===== src/rtl/pipe_ctrl_pkg.sv =====
// pipe_ctrl_pkg: constants and types shared by the pipeline controller.
//   - stall vector encodings (bit0 PC .. bit4 MEM/WB, bit5 reserved = 0)
//   - controller FSM state encodings
//   - common word / reset-level constants
//   - stall_select: fixed-priority MEM > EX > ID stall vector chooser
package pipe_ctrl_pkg;

    localparam logic [31:0] ZeroWord  = 32'h0000_0000;
    localparam logic        RstEnable = 1'b1;

    localparam logic [5:0] StallNone = 6'b000000;
    localparam logic [5:0] StallId   = 6'b000111;
    localparam logic [5:0] StallEx   = 6'b001111;
    localparam logic [5:0] StallMem  = 6'b011111;

    typedef enum logic {
        CtrlRun       = 1'b0,
        CtrlFlushHold = 1'b1
    } ctrl_state_t;

    // A stall request freezes the requesting stage and everything upstream
    // of it, so the deepest requester decides the vector.
    function automatic logic [5:0] stall_select(input logic req_id,
                                                input logic req_ex,
                                                input logic req_mem);
        logic [5:0] v;
        if (req_mem)     v = StallMem;
        else if (req_ex) v = StallEx;
        else if (req_id) v = StallId;
        else             v = StallNone;
        return v;
    endfunction

endpackage


===== src/rtl/pipe_ctrl_sat_counter.sv =====
// sat_counter: W-bit up counter that sticks at all-ones.
//   clk   - clock
//   rst   - synchronous active-high reset, clears count
//   inc   - count up by one this cycle (ignored when saturated)
//   clr   - synchronous clear, takes priority over inc
//   count - current value
module sat_counter
    import pipe_ctrl_pkg::*;
#(
    parameter int W = 8
) (
    input  logic         clk,
    input  logic         rst,
    input  logic         inc,
    input  logic         clr,
    output logic [W-1:0] count
);

    always_ff @(posedge clk) begin
        if (rst == RstEnable) begin
            count <= '0;
        end else if (clr) begin
            count <= '0;
        end else if (inc && (count != {W{1'b1}})) begin
            count <= count + 1'b1;
        end
    end

endmodule


===== src/rtl/pipe_ctrl.sv =====
// pipe_ctrl: pipeline controller for the five-stage MIPS32 core.
//   clk, rst       - clock, synchronous active-high reset
//   stallreq_id    - ID load-use bubble request
//   stallreq_ex    - EX multi-cycle op busy
//   stallreq_mem   - MEM waiting on data bus
//   excp_req       - MEM-stage exception or ERET
//   excp_is_eret   - qualifies excp_req as ERET
//   excp_vec       - exception handler address
//   cp0_epc        - ERET return address
//   stall[5:0]     - per-stage stall vector (combinational)
//   flush          - clear all pipeline registers (combinational)
//   new_pc         - redirect target; live mux in the flush cycle, held otherwise
//   stall_cycles   - saturating count of stalled cycles
//   wdog_trip      - sticky: stall held WDOG_LIMIT consecutive cycles
//   state_dbg      - controller FSM state (0 RUN, 1 FLUSH_HOLD)
module pipe_ctrl
    import pipe_ctrl_pkg::*;
#(
    parameter int WDOG_LIMIT = 1024,
    parameter int CNT_W      = 32
) (
    input  logic             clk,
    input  logic             rst,
    input  logic             stallreq_id,
    input  logic             stallreq_ex,
    input  logic             stallreq_mem,
    input  logic             excp_req,
    input  logic             excp_is_eret,
    input  logic [31:0]      excp_vec,
    input  logic [31:0]      cp0_epc,
    output logic [5:0]       stall,
    output logic             flush,
    output logic [31:0]      new_pc,
    output logic [CNT_W-1:0] stall_cycles,
    output logic             wdog_trip,
    output logic             state_dbg
);

    localparam int RUN_W = $clog2(WDOG_LIMIT + 1);
    localparam logic [RUN_W-1:0] RunLimit   = RUN_W'(WDOG_LIMIT);
    localparam logic [RUN_W-1:0] RunLimitM1 = RUN_W'(WDOG_LIMIT - 1);

    ctrl_state_t      state;
    logic [31:0]      new_pc_q;
    logic [RUN_W-1:0] run_cnt;
    logic             stall_active;
    logic             run_inc;
    logic             run_clr;

    // In FLUSH_HOLD the MEM stage still holds the faulting instruction, so
    // its excp_req is stale and must not trigger a second flush.
    always_comb begin
        stall  = StallNone;
        flush  = 1'b0;
        new_pc = new_pc_q;
        if (rst != RstEnable) begin
            if ((state == CtrlRun) && excp_req) begin
                flush  = 1'b1;
                new_pc = excp_is_eret ? cp0_epc : excp_vec;
            end else begin
                stall = stall_select(stallreq_id, stallreq_ex, stallreq_mem);
            end
        end
    end

    assign stall_active = (stall != StallNone);
    assign run_inc      = stall_active && (run_cnt != RunLimit);
    assign run_clr      = !stall_active || flush;
    assign state_dbg    = state;

    sat_counter #(.W(CNT_W)) u_stall_cnt (
        .clk   (clk),
        .rst   (rst),
        .inc   (stall_active),
        .clr   (1'b0),
        .count (stall_cycles)
    );

    sat_counter #(.W(RUN_W)) u_run_cnt (
        .clk   (clk),
        .rst   (rst),
        .inc   (run_inc),
        .clr   (run_clr),
        .count (run_cnt)
    );

    // Trip on the same edge the run counter reaches the limit, so a stall
    // of exactly WDOG_LIMIT cycles is visible right after its last cycle.
    always_ff @(posedge clk) begin
        if (rst == RstEnable) begin
            state     <= CtrlRun;
            new_pc_q  <= ZeroWord;
            wdog_trip <= 1'b0;
        end else begin
            state <= flush ? CtrlFlushHold : CtrlRun;
            if (flush) begin
                new_pc_q <= new_pc;
            end
            if (stall_active && (run_cnt >= RunLimitM1)) begin
                wdog_trip <= 1'b1;
            end
        end
    end

endmodule


===== config.mk =====
export PLATFORM = sky130hd
export DESIGN_NAME = pipe_ctrl
export DESIGN_NICKNAME = d
export VERILOG_FILES = /design/src/rtl/pipe_ctrl_pkg.sv /design/src/rtl/pipe_ctrl_sat_counter.sv /design/src/rtl/pipe_ctrl.sv
export SDC_FILE = /design/constraint.sdc
export NUM_CORES = 1
export LEC_CHECK = 0
export ABC_CLOCK_PERIOD_IN_PS = 5450
export BUFFER_PORTS_ARGS = -buffer_cell sky130_fd_sc_hd__buf_2
export CORE_MARGIN = 2
export CORE_UTILIZATION = 46
export DETAILED_ROUTE_END_ITERATION = 10
export PLACE_DENSITY = 0.71
export SLEW_MARGIN = 0
export SYNTH_ARGS = -nofsm -noshare
export SYNTH_HDL_FRONTEND = slang
export SYNTH_HIERARCHICAL = 1
export SYNTH_SLANG_ARGS = --single-unit

===== constraint.sdc =====
create_clock -name clk -period 5.45 [get_ports clk]
set_input_delay 1.635 -clock clk [delete_from_list [all_inputs] [get_ports clk]]
set_output_delay 1.635 -clock clk [all_outputs]
set_load 0.01 [all_outputs]

; ---- Word-level counts from Yosys, hierarchy flattened
; Cells that the tools add are included.
[op_classes]
div = 0
multipliers = 0
bitwise = 1
n_eq_ne = 3
addsub = 2
n_lt_le_gt_ge = 1
n_shift = 0
reduce_logical = 9
mux = 11
[op_table]
columns = cell, n
row1 = $mux 32, 3
row2 = $add 32x1->32 const B, 1
row3 = $ne 32x32->1 const B, 1
row4 = $ne 11x11->1 const B, 2
row5 = $add 11x1->11 const B, 1
row6 = $ge 11x10->1 const B, 1
row7 = $mux 5, 2
row8 = $mux 6, 1
row9 = $reduce_bool 6->1, 1
row10 = $logic_and 1x1->1, 5
row11 = $mux 4, 1
row12 = $mux 1, 3
row13 = $mux 3, 1
row14 = $reduce_or 2->1, 1
row15 = $logic_not 1->1, 1
row16 = $logic_or 1x1->1, 1
row17 = $not 1->1, 1
[totals]
regBits = 77
wordCells = 32
latchBits = 0
ram_bits = 0
mem_count = 0
mem_bits_ro = 0

; ---- Depth between registers and ports, before layout
; Gate-level depths: netlist of the first run.
[depth]
depth_word = 9
depth_mapped = 10

; ---- Hierarchy
; Netlist of the first run, hierarchy kept.
[modules_own_cells]
columns = module, area_per_inst_um2, n_inst, seq_area_each_um2, cells_each
row1 = pipe_ctrl, 1921.8, 1, 680.7, 242
row2 = sat_counter at u_stall_cnt, 1620.3, 1, 640.6, 198
row3 = sat_counter at u_run_cnt, 626.9, 1, 220.2, 70

; ---- Worst setup path after synthesis of the first run
; Ideal clock, no wire load.
[synth_timing]
kind = input -> output
start = input port excp_req
end = output port stall[1]
path_slack_ps = 1278
arrival_time_ps = 2537
cell_stages = 5
path_buffers = 2
t_required_ps = 3815
cell_sequence = nor2b_2 -> or3_1 -> buf_2 -> inv_1 -> buf_4
[synth_between]
elab_chain_cells = 3
[synth_lines]
columns = item, line
row1 = start: declaration, pipe_ctrl.sv:27  ; input logic excp_req,
row2 = $logic_and 1x1->1, pipe_ctrl.sv:57  ; if ((state == CtrlRun) && excp_req) begin
row3 = $mux 5, pipe_ctrl.sv:57
row4 = $mux 6, pipe_ctrl.sv:56  ; if (rst != RstEnable) begin
row5 = end: declaration, pipe_ctrl.sv:31  ; output logic [5:0] stall,
; Every way passes these cells.

; ---- Worst setup path in the final report of the first run
[layout_timing]
start = input port excp_is_eret
end = output port new_pc[29]
[layout_between]
elab_chain_cells = 3
[layout_lines]
columns = item, line
row1 = start: declaration, pipe_ctrl.sv:28  ; input logic excp_is_eret,
row2 = $mux 32, pipe_ctrl.sv:59  ; new_pc = excp_is_eret ? cp0_epc : excp_vec;
row3 = $mux 32, pipe_ctrl.sv:57
row4 = $mux 32, pipe_ctrl.sv:56
row5 = end: declaration, pipe_ctrl.sv:33  ; output logic [31:0] new_pc,
; Every way passes these cells.

==> reports/results.ini, run 1 <==
[run_status]
run_status=completed

[critical_path]
crit_path_frequent_cell=buf_2
critical_path_buffer_and_inverter_count=3
path_cells=buf_2 -> buf_12 -> mux2i_1 -> a21oi_1 -> buf_2
reg2reg_from=u_stall_cnt/count[8]
timing.critical_path.required_ns=3.82
critPathTopFamily=buffers and inverters
startpoint_type=primary input
cp-end-kind=output pin
timing.critical_path.slowest_cell_delay_ns=0.39
reg2reg_to=u_stall_cnt/count[31]
worst_ep_arrival_time_ns=2.85
slowest_stage=buf_2
timing.setup.critical_path_class=primary input to output pin
register_to_register_setup_slack_ns=2.51
critical_path.max_fanout=17
worstRegToRegCells=5

[sta]
setup_viol_count_final=0
setup_total_negative_slack_ns=0
rsz0062_at_grt=no
max_slew_margin_pct=17.27
final.hold.worst_slack_ns=0.4747
finalHoldViolations=0
worst_slack_ns=0.9624
skew_ns=0.009940
min_period_over_period_pct=82.34
finalWorstPathRequiredPeriod_ns=4.488
clock.fmax_mhz=222.8
maxSlewViolCount=0
worst_pin_slew_ns=1.222

[route]
avgViaCountPerCell=5.715
vias=4246
wire_per_inst_um=14.47
drc=0
detailedRoute.firstPassIterationCount=4
detail_route.wirelength_um=10750
postRouteAntennaNets=0
detailedRoute.firstIterationViolations=197

[synth]
flops_latches_synth=77
post_synth_inst_count=510
post_synth_instance_area_um2=4169
edff_count_synth=0
ys_seq_area_share_pct=36.97
synth_cell_types=54
synthArstFlopShare_pct=0
synth_area_per_cell_um2=8.175
ys.warnings.count=6
most_instantiated_flip_flop_cell_in_the_synthesis_netlist=dfxtp_1

[global_route]
first_global_vias=3859
grt_antenna_before_repair=0
gr-usage-met3_pct=3.935
globalRoute.totalOverflow=0
first_pass_grt_wire_length_um=17830
global_route.usage.met1_pct=27.31
globalRouteTotalUtil_pct=21.58
grt_max_degree=67
met2_usage_pct=37.21
grt_most_used_layer=met2

[placed_design]
place.gp.congestion=0.8092
place_hpwl_um=7830
placement.setup.worst_slack_ns=0.9301
buffer_ports.inserted=142
placedInstanceArea_um2=4861

[clocking]
cts_hold_buf=0
root_buffer=clkbuf_8
cts.reportedPaths.clkPinSlew_ns=0.07
worstSkewPairLatency_ns=0.36
cts_tree=done
cts_setup_buffers=0
max-clock-path-buffers=2
htreeDepth=3
cts.repair.resized=0
clock_sinks=77
numCtsBuffers=9

[floorplanning]
ioPinCount=144
die_h_um=99.20
die_x_um=99.20
design.die.area_um2=9841
coreArea_um2=8763
start_util_pct=47.57
core_rows=34

[final_layout]
design.final.nets=703
antenna_cells=0
fillCellCount=841
finalInstanceArea_um2=5071
layout-drive-gt1-share_pct=27.72
flow.area_growth_from_synthesis_pct=21.64

[hold_path]
worst_hold_startpoint=wdog_trip
timing.hold.worst.class=flop to flop
terminating_pin_of_the_worst_hold_path=wdog_trip
hold_depth=2

[pwr]
cellPowerDensity_nw_per_um2=245.2
ir_drop_mv=0.1242
leakagePower_nw=2.126
total_power_mw=1.243

[flow_run]
cap_violations=0

[per-layer routing]
| metal | part of all wire [%] | wire, µm |
|---|---|---|
| met1 | 43 | 4649 |
| met2 | 50 | 5414 |
| met3 | 5.1 | 544 |
| met4 | 1.3 | 144 |
| met5 | 0 | 0 |
[stage by stage]
step | cells | utilization, %
after floorplan | 512 | -
after global placement | 727 | 55.47
after detailed placement | 727 | 55.47
after CTS | 743 | 57.87
after global routing | 743 | 57.87
final | 743 | 57.87
[kinds of logic after synthesis]
kind of cell | Yosys count | synth area share, %
other | 1 | 0.08995
muxes | 33 | 7.923
DFF | 77 | 36.97
AOI/OAI and AO/OA | 141 | 22.21
and+or+nand+nor | 202 | 24.79
xor gates and xnor gates | 7 | 1.471
adders and majority gates | 2 | 0.6001
buffers and inverters | 47 | 5.942
[sequential cells by signal, summed over array words and instances (netlist names)]
signal,flops
new_pc_q,32
u_stall_cnt/count,32
u_run_cnt/count,11
state_dbg,1
wdog_trip,1
[report_power, final]
group / leakage [nW] / internal (mW) / switching [mW]
clock network: 0.102 / 0.237 / 0.220
registers: 0.628 / 0.583 / 0.0119
logic: 1.40 / 0.0815 / 0.111
[cell usage after synthesis, types with 2 or more instances]
master    count  share of area (%)
nor2_1       85                7.7
dfxtp_1      77                 37
a21oi_1      50                6.0
a211oi_1     36                6.5
mux2i_1      33                7.9
nand2_1      24                2.2
or3_1        19                2.9
buf_2        18                2.2
nand3_1      17                2.0
nand4_1      13                2.0
o21ai_0      13                1.6
clkbuf_1     12                1.1
a31oi_1       8                1.2
nor3_1        8               0.96
buf_4         7                1.3
inv_1         7               0.63
and3_1        5               0.75
nor4_1        5               0.75
o211ai_1      5               0.90
o21ai_1       5               0.60
xnor2_1       5                1.1
and4_1        4               0.84
nor4b_1       4               0.84
or4_1         4               0.72
a41o_1        3               0.72
a41oi_1       3               0.63
buf_6         3               0.81
nor3b_1       3               0.54
o31ai_1       3               0.54
a311oi_1      2               0.42
ha_1          2               0.60
o311ai_0      2               0.42
or2_2         2               0.30
or4_4         2               0.54
xor2_1        2               0.42
[how the worst max path moves through the flow]
stage	startpoint	endpoint	slack, ns	depth (start not counted)
global placement	rst	new_pc[10]	0.95	6
detailed placement	excp_is_eret	new_pc[25]	0.93	5
finish	excp_is_eret	new_pc[29]	0.96	5
floorplan	excp_req	stall[1]	1.28	5
CTS	excp_is_eret	new_pc[25]	0.93	5
global route	rst	new_pc[16]	0.84	6
[final cells by class]
class / count / area [µm²] / area share [%]
multi-input cells: 388 / 2397 / 47.27
clock inverters: 5 / 58.81 / 1.160
inverters: 7 / 26.28 / 0.5181
well taps: 108 / 135.1 / 2.665
repair buffers: 147 / 760.7 / 15.00
flip-flops and latches: 77 / 1541 / 30.40
clock buffers: 11 / 151.4 / 2.985
[worst reg2reg max path: cells and delay by family, from the launching register on]
family	cells	cell delay, ns
simple gates	2	0.88
flops	1	0.53
compound gates	3	1.46
[layout by cell type (no fill, tap or decap), types with 3 or more instances in the layout]
cell type  Yosys  layout
a211oi_1      36      36
a21oi_1       50      50
a31oi_1        8       8
a41o_1         3       3
a41oi_1        3       3
and3_1         5       5
and4_1         4       4
buf_2         18     142
buf_4          7       4
clkbuf_8       0      11
conb_1         1       3
dfxtp_1       77      77
inv_1          7       7
mux2i_1       33      33
nand2_1       24      24
nand3_1       17      17
nand4_1       13      13
nor2_1        85      85
nor3_1         8       8
nor4_1         5       5
nor4b_1        4       4
o211ai_1       5       5
o21ai_0       13      13
o21ai_1        5       5
o31ai_1        3       3
or3_1         19      19
or4_1          4       4
xnor2_1        5       5
(Power assumes the default switching activity.)
==> run 2, diff against run 1 <==
--- a/config.mk
+++ b/config.mk
@@ -5,12 +5,12 @@
 export SDC_FILE = /design/constraint.sdc
 export NUM_CORES = 1
 export LEC_CHECK = 0
-export ABC_CLOCK_PERIOD_IN_PS = 5450
+export ABC_CLOCK_PERIOD_IN_PS = 3800
 export BUFFER_PORTS_ARGS = -buffer_cell sky130_fd_sc_hd__buf_2
 export CORE_MARGIN = 2
 export CORE_UTILIZATION = 46
 export DETAILED_ROUTE_END_ITERATION = 10
-export PLACE_DENSITY = 0.71
+export PLACE_DENSITY = 0.74
 export SLEW_MARGIN = 0
 export SYNTH_ARGS = -nofsm -noshare
 export SYNTH_HDL_FRONTEND = slang
==> constraint.sdc (replaced) <==
create_clock -name clk -period 3.8 [get_ports clk]
set_input_delay 1.14 -clock clk [delete_from_list [all_inputs] [get_ports clk]]
set_output_delay 1.14 -clock clk [all_outputs]
set_load 0.01 [all_outputs]
==> run 2 against run 1 <==
Net effect: register-to-register slack worse by 1.7 ns; design area up 0.32%; critical path depth up 1; global-route usage down 0.32 points; sequential power up 43%; flip-flop and latch count unchanged; power up 36%; core utilization up 0.19 points; routed wire length down 2.7%; via count down 0.14%; first-iteration DRC count down 11%; largest power group unchanged; highest routed layer unchanged.
==> reports/results.ini, run 2 (synthesis gave the netlist of run 1 again) <==
[pwr]
cellPowerDensity_nw_per_um2=332.5  ; was 245.2 nW/µm²
total_power_mw=1.691  ; was 1.243 mW
leakagePower_nw=2.143  ; was 2.126 nW
ir_drop_mv=0.2554  ; was 0.1242 mV

[global_route]
first_global_vias=3820  ; was 3859
grt_antenna_before_repair=0  ; unchanged
grt_max_degree=67  ; unchanged
first_pass_grt_wire_length_um=17600  ; was 17830 µm
globalRoute.totalOverflow=0  ; unchanged
globalRouteTotalUtil_pct=21.27  ; was 21.58%

[route]
drt-met1-wl_um=4545  ; was 4649 µm
detail_route.wirelength_um=10460  ; was 10750 µm
avgViaCountPerCell=5.668  ; was 5.715
detailedRoute.firstPassIterationCount=5  ; was 4
detailedRoute.firstIterationViolations=176  ; was 197
top_layer_used=met4  ; unchanged
wl_met2_um=5121  ; was 5414 µm
drc=0  ; unchanged
postRouteAntennaNets=0  ; unchanged
dr_wl_met3_um=632  ; was 544 µm
vias=4240  ; was 4246
wire_per_inst_um=13.98  ; was 14.47 µm

[sta]
worst_pin_slew_ns=1.203  ; was 1.222 ns
finalWorstPathRequiredPeriod_ns=3.316
max_slew_margin_pct=18.55  ; was 17.27%
skew_ns=0.01158  ; was 0.009940 ns
setup_total_negative_slack_ns=0  ; unchanged
clock.fmax_mhz=301.6
worst_slack_ns=0.4841  ; was 0.9624 ns
finalHoldViolations=0  ; unchanged
maxSlewViolCount=0  ; unchanged
final.hold.worst_slack_ns=0.4842  ; was 0.4747 ns
rsz0062_at_grt=no  ; unchanged
setup_viol_count_final=0  ; unchanged
min_period_over_period_pct=87.26

[floorplanning]
core_rows=34  ; unchanged
ioPinCount=144  ; unchanged
die_h_um=99.20  ; unchanged
coreArea_um2=8763  ; unchanged
design.die.area_um2=9841  ; unchanged
start_util_pct=47.57  ; unchanged
die_x_um=99.20  ; unchanged

[clocking]
cts.reportedPaths.clkPinSlew_ns=0.08  ; was 0.07 ns
cts_setup_buffers=0  ; unchanged
root_buffer=clkbuf_8  ; unchanged
worstSkewPairLatency_ns=0.36  ; about the same
max-clock-path-buffers=2  ; unchanged
clock_sinks=77  ; unchanged
cts.repair.resized=0  ; unchanged
numCtsBuffers=9  ; unchanged
cts_hold_buf=0  ; unchanged
cts_tree=done  ; unchanged
htreeDepth=3  ; unchanged

[hold_path]
timing.hold.worst.class=flop to flop  ; unchanged
worst_hold_startpoint=wdog_trip  ; unchanged
hold_depth=2  ; unchanged
terminating_pin_of_the_worst_hold_path=wdog_trip  ; unchanged

[final_layout]
antenna_cells=0  ; unchanged
flow.area_growth_from_synthesis_pct=22.03  ; was 21.64%
design.final.nets=708  ; was 703
finish.cell_count_without_fillers=748  ; was 743
layout_common_cells=buf_2, nor2_1, dfxtp_1  ; unchanged
layout-drive-gt1-share_pct=28.13  ; was 27.72%
multi_input_area_um2=2397  ; unchanged
final_util_pct=58.05  ; was 57.87%
finalInstanceArea_um2=5087  ; was 5071 µm²
mostFrequentLayoutCell=buf_2  ; unchanged
fillCellCount=811  ; was 841
regArea_um2=1541  ; unchanged
layout_top_registers=new_pc_q: 32 flops, u_stall_cnt/count: 32 flops, u_run_cnt/count: 11 flops  ; unchanged

[critical_path]
timing.critical_path.required_ns=2.66  ; was 3.82 ns
crit_path_frequent_cell=buf_2  ; unchanged
reg2reg_to=u_stall_cnt/count[31]  ; unchanged
reg2reg_from=u_stall_cnt/count[8]  ; unchanged
timing.setup.critical_path_class=primary input to output pin  ; unchanged
cp-end-kind=output pin  ; unchanged
timing.critical_path.slowest_cell_delay_ns=0.31  ; was 0.39 ns
register_to_register_setup_slack_ns=0.85  ; was 2.51 ns
worstRegToRegCells=5  ; unchanged
path_cells=buf_2 -> nor3b_2 -> buf_4 -> nor2_1 -> a21oi_1 -> buf_2  ; was buf_2 -> buf_12 -> mux2i_1 -> a21oi_1 -> buf_2
startpoint_type=primary input  ; unchanged
critical_path.max_fanout=26  ; was 17
slowest_stage=buf_4  ; was buf_2
worst_ep_arrival_time_ns=2.18  ; was 2.85 ns

[placed_design]
placedInstanceArea_um2=4911  ; was 4861 µm²
buffer_ports.inserted=142  ; unchanged
placement.setup.worst_slack_ns=0.4130  ; was 0.9301 ns
place.gp.congestion=0.8941  ; was 0.8092
dp.cells=732  ; was 727
place_hpwl_um=7668  ; was 7830 µm

[flow_run]
cap_violations=0  ; unchanged

[run_status]
run_status=completed  ; unchanged

run 2: changes by cell type in the layout (fill, tap and decap cells not counted):
cell        before  now
buf_4            4    8
inv_6            0    1
clkbuf_1         0    1
buf_12           1    2
clkinv_2         1    2
clkbuf_8        11   10
bufinv_16        1    0
clkinvlp_4       2    1
run 2: critical path, delay by kind of cell:
kind,cells,cell delay [ns]
buffers and inverters,3,0.57
AND/OR/NAND/NOR,2,0.34
AO/OA/AOI/OAI,1,0.12
run 2: final cells by class:
class	count	area share, %
Tap cell	108	2.656
Inverter	7	0.5165
Multi-Input combinational cell	388	47.12
Timing Repair Buffer	152	15.94
Clock inverter	5	0.6886
Sequential cell	77	30.30
Clock buffer	11	2.779
run 2: layer usage:
| layer | up-vias | track usage, % |
|---|---|---|
| met3 | 15 | 4.849 |
| met5 | - | 0 |
| met1 | 1936 | 27.12 |
| met2 | 137 | 35.81 |
| met4 | 0 | 6.639 |
| li1 | 2152 | - |
run 2: how the worst max path moves through the flow:
stage	start	to	slack, ns	depth (start not counted)
floorplan	excp_req	u_stall_cnt/count[26]	0.41	9
CTS	rst	new_pc[14]	0.47	6
global route	rst	new_pc[16]	0.34	6
finish	rst	new_pc[14]	0.48	6
detailed placement	excp_req	u_stall_cnt/count[30]	0.41	9
global placement	excp_req	u_stall_cnt/count[26]	0.44	9
run 2: report_power, final:
group / switching (mW) / internal, mW / leakage (nW)
registers: 0.0172 / 0.836 / 0.628
logic: 0.155 / 0.122 / 1.42
clock network: 0.305 / 0.256 / 0.0897
==> run 3, diff against run 2 <==
--- a/config.mk
+++ b/config.mk
@@ -7,6 +7,7 @@
 export LEC_CHECK = 0
 export ABC_CLOCK_PERIOD_IN_PS = 3800
 export BUFFER_PORTS_ARGS = -buffer_cell sky130_fd_sc_hd__buf_2
+export CORE_ASPECT_RATIO = 0.75
 export CORE_MARGIN = 2
 export CORE_UTILIZATION = 46
 export DETAILED_ROUTE_END_ITERATION = 10
==> run 3 against run 2 <==
Net effect: fmax fell by 0.42%; die area barely moved; count of clock-buffer cells in the layout rose by 1; critical path depth did not move; worst hold slack improved by 0.0034 ns; power rose by 17%; largest cell class unchanged; largest power group unchanged.
==> reports/results.ini, run 3 (synthesis gave the netlist of run 1 again) <==
[final_layout]
layout-drive-gt1-share_pct=27.74  ; was 28.13%
flow.area_growth_from_synthesis_pct=24.61  ; was 22.03%
antenna_cells=0  ; unchanged
layout_common_cells=buf_2, nor2_1, dfxtp_1  ; unchanged
fillCellCount=836  ; was 811
design.final.nets=706  ; was 708
finish.cell_count_without_fillers=750  ; was 748
layout_top_registers=new_pc_q: 32 flops, u_stall_cnt/count: 32 flops, u_run_cnt/count: 11 flops  ; unchanged
finalInstanceArea_um2=5195  ; was 5087 µm²
mostFrequentLayoutCell=buf_2  ; unchanged

[clocking]
numCtsBuffers=9  ; unchanged
htreeDepth=3  ; unchanged
worstSkewPairLatency_ns=0.33  ; was 0.36 ns
cts.repair.resized=0  ; unchanged
cts_hold_buf=0  ; unchanged
root_buffer=clkbuf_16  ; was clkbuf_8
cts_tree=done  ; unchanged
cts_setup_buffers=0  ; unchanged
cts.reportedPaths.clkPinSlew_ns=0.06  ; was 0.08 ns
max-clock-path-buffers=2  ; unchanged
clock_sinks=77  ; unchanged

[floorplanning]
start_util_pct=46.67  ; was 47.57%
core_rows=30  ; was 34
die_x_um=113.9  ; was 99.20 µm
die_h_um=86.45  ; was 99.20 µm
design.die.area_um2=9848  ; was 9841 µm²
coreArea_um2=8934  ; was 8763 µm²
ioPinCount=144  ; unchanged

[critical_path]
critical_path_buffer_and_inverter_count=3  ; unchanged
path_cells=buf_2 -> nor3b_2 -> buf_12 -> nor2_1 -> a21oi_1 -> buf_2  ; was buf_2 -> nor3b_2 -> buf_4 -> nor2_1 -> a21oi_1 -> buf_2
timing.critical_path.required_ns=2.66  ; about the same
critical_path.max_fanout=65  ; was 26
timing.setup.critical_path_class=primary input to output pin  ; unchanged
cp-end-kind=output pin  ; unchanged
critPathTopFamily=buffers and inverters  ; unchanged
timing.critical_path.slowest_cell_delay_ns=0.28  ; was 0.31 ns
worst_ep_arrival_time_ns=2.19  ; was 2.18 ns
slowest_stage=buf_12  ; was buf_4
crit_path_frequent_cell=buf_2  ; unchanged
startpoint_type=primary input  ; unchanged

[global_route]
first_global_vias=3685  ; was 3820
met2_usage_pct=33.33  ; was 35.81%
gr-usage-met3_pct=5.315  ; was 4.849%
globalRoute.totalOverflow=0  ; unchanged
globalRouteTotalUtil_pct=20.75  ; was 21.27%
grt_max_degree=67  ; unchanged
grt_most_used_layer=met2  ; unchanged
first_pass_grt_wire_length_um=16730  ; was 17600 µm
global_route.usage.met1_pct=27.42  ; was 27.12%
grt_antenna_before_repair=0  ; unchanged

[sta]
rsz0062_at_grt=no  ; unchanged
setup_total_negative_slack_ns=0  ; unchanged
max_slew_margin_pct=18.11  ; was 18.55%
clock.fmax_mhz=300.3  ; was 301.6 MHz
maxSlewViolCount=0  ; unchanged
finalHoldViolations=0  ; unchanged
finalWorstPathRequiredPeriod_ns=3.330  ; was 3.316 ns
min_period_over_period_pct=87.63  ; was 87.26%
worst_pin_slew_ns=1.218  ; was 1.203 ns
skew_ns=0.004886  ; was 0.01158 ns
setup_viol_count_final=0  ; unchanged

[route]
wire_per_inst_um=14.14  ; was 13.98 µm
detailedRoute.firstPassIterationCount=4  ; was 5
vias=4195  ; was 4240
postRouteAntennaNets=0  ; unchanged
detailedRoute.firstIterationViolations=220  ; was 176
detail_route.wirelength_um=10600  ; was 10460 µm
drc=0  ; unchanged
avgViaCountPerCell=5.593  ; was 5.668

[pwr]
ir_drop_mv=0.2007  ; was 0.2554 mV
cellPowerDensity_nw_per_um2=380.4  ; was 332.5 nW/µm²
leakagePower_nw=2.185  ; was 2.143 nW
total_power_mw=1.976  ; was 1.691 mW

[placed_design]
place_hpwl_um=7616  ; was 7668 µm
buffer_ports.inserted=142  ; unchanged
placedInstanceArea_um2=4901  ; was 4911 µm²
place.gp.congestion=0.9186  ; was 0.8941
dp.cells=734  ; was 732

[run_status]
run_status=completed  ; unchanged

[hold_path]
timing.hold.worst.class=flop to flop  ; unchanged

[flow_run]
cap_violations=0  ; unchanged

[run 3: cell types whose count changed in the layout (fill, tap and decap cells not counted), sizes merged]
cell    previous run  this run
clkinv             3         2
clkbuf            11        12
buf              152       150
inv                8         7
bufinv             0         1
[run 3: routing by layer]
| layer | share of wire (%) | vias to the layer above |
|---|---|---|
| li1 | - | 2149 |
| met1 | 47 | 1948 |
| met2 | 49 | 90 |
| met3 | 3.7 | 8 |
| met4 | 0.81 | 0 |
| met5 | 0 | - |
[run 3: worst reg2reg max path: stages, from the launching register on]
cell and delay, ns:
dfxtp_1 0.51, nand3_1 0.19, or4_1 0.70, o31ai_1 1.05, o21ai_0 0.22, a21oi_1 0.18
[run 3: per-stage QoR]
| stage | setup WS [ns] | utilization, % | hold WS (ns) |
|---|---|---|---|
| global route | 0.3776 | 58.15 | 0.5165 |
| detailed placement | 0.3908 | 54.86 | 0.4792 |
| global placement | 0.4418 | 54.86 | 0.4646 |
| finish | 0.4701 | 58.15 | 0.4876 |
| floorplan | 0.4111 | - | 0.4763 |
| CTS | 0.4791 | 58.15 | 0.4881 |
[run 3: area by class of cell]
cell class	count	area [µm²]	area share [%]
sequential	77	1541	29.67
tap	112	140.1	2.697
inverter	7	26.28	0.5058
multi-input combinational	388	2397	46.15
clock inverter	4	47.55	0.9152
clock buffer	12	246.5	4.745
timing repair buffer	150	795.8	15.32
[run 3: power breakdown]
group          internal, mW  switching (mW)  leakage (nW)
Sequential            0.838          0.0167         0.628
Combinational         0.120           0.158          1.41
Clock                 0.524           0.319         0.143
Total                  1.48           0.494          2.19
[run 3: final timing paths]
check / cells after the start / startpoint / endpoint / slack, ns
max: 6 / rst / new_pc[21] / 0.47
min: 2 / wdog_trip / wdog_trip / 0.49
max reg2reg: 5 / u_stall_cnt/count[8] / u_stall_cnt/count[11] / 0.87
min reg2reg: 2 / wdog_trip / wdog_trip / 0.49
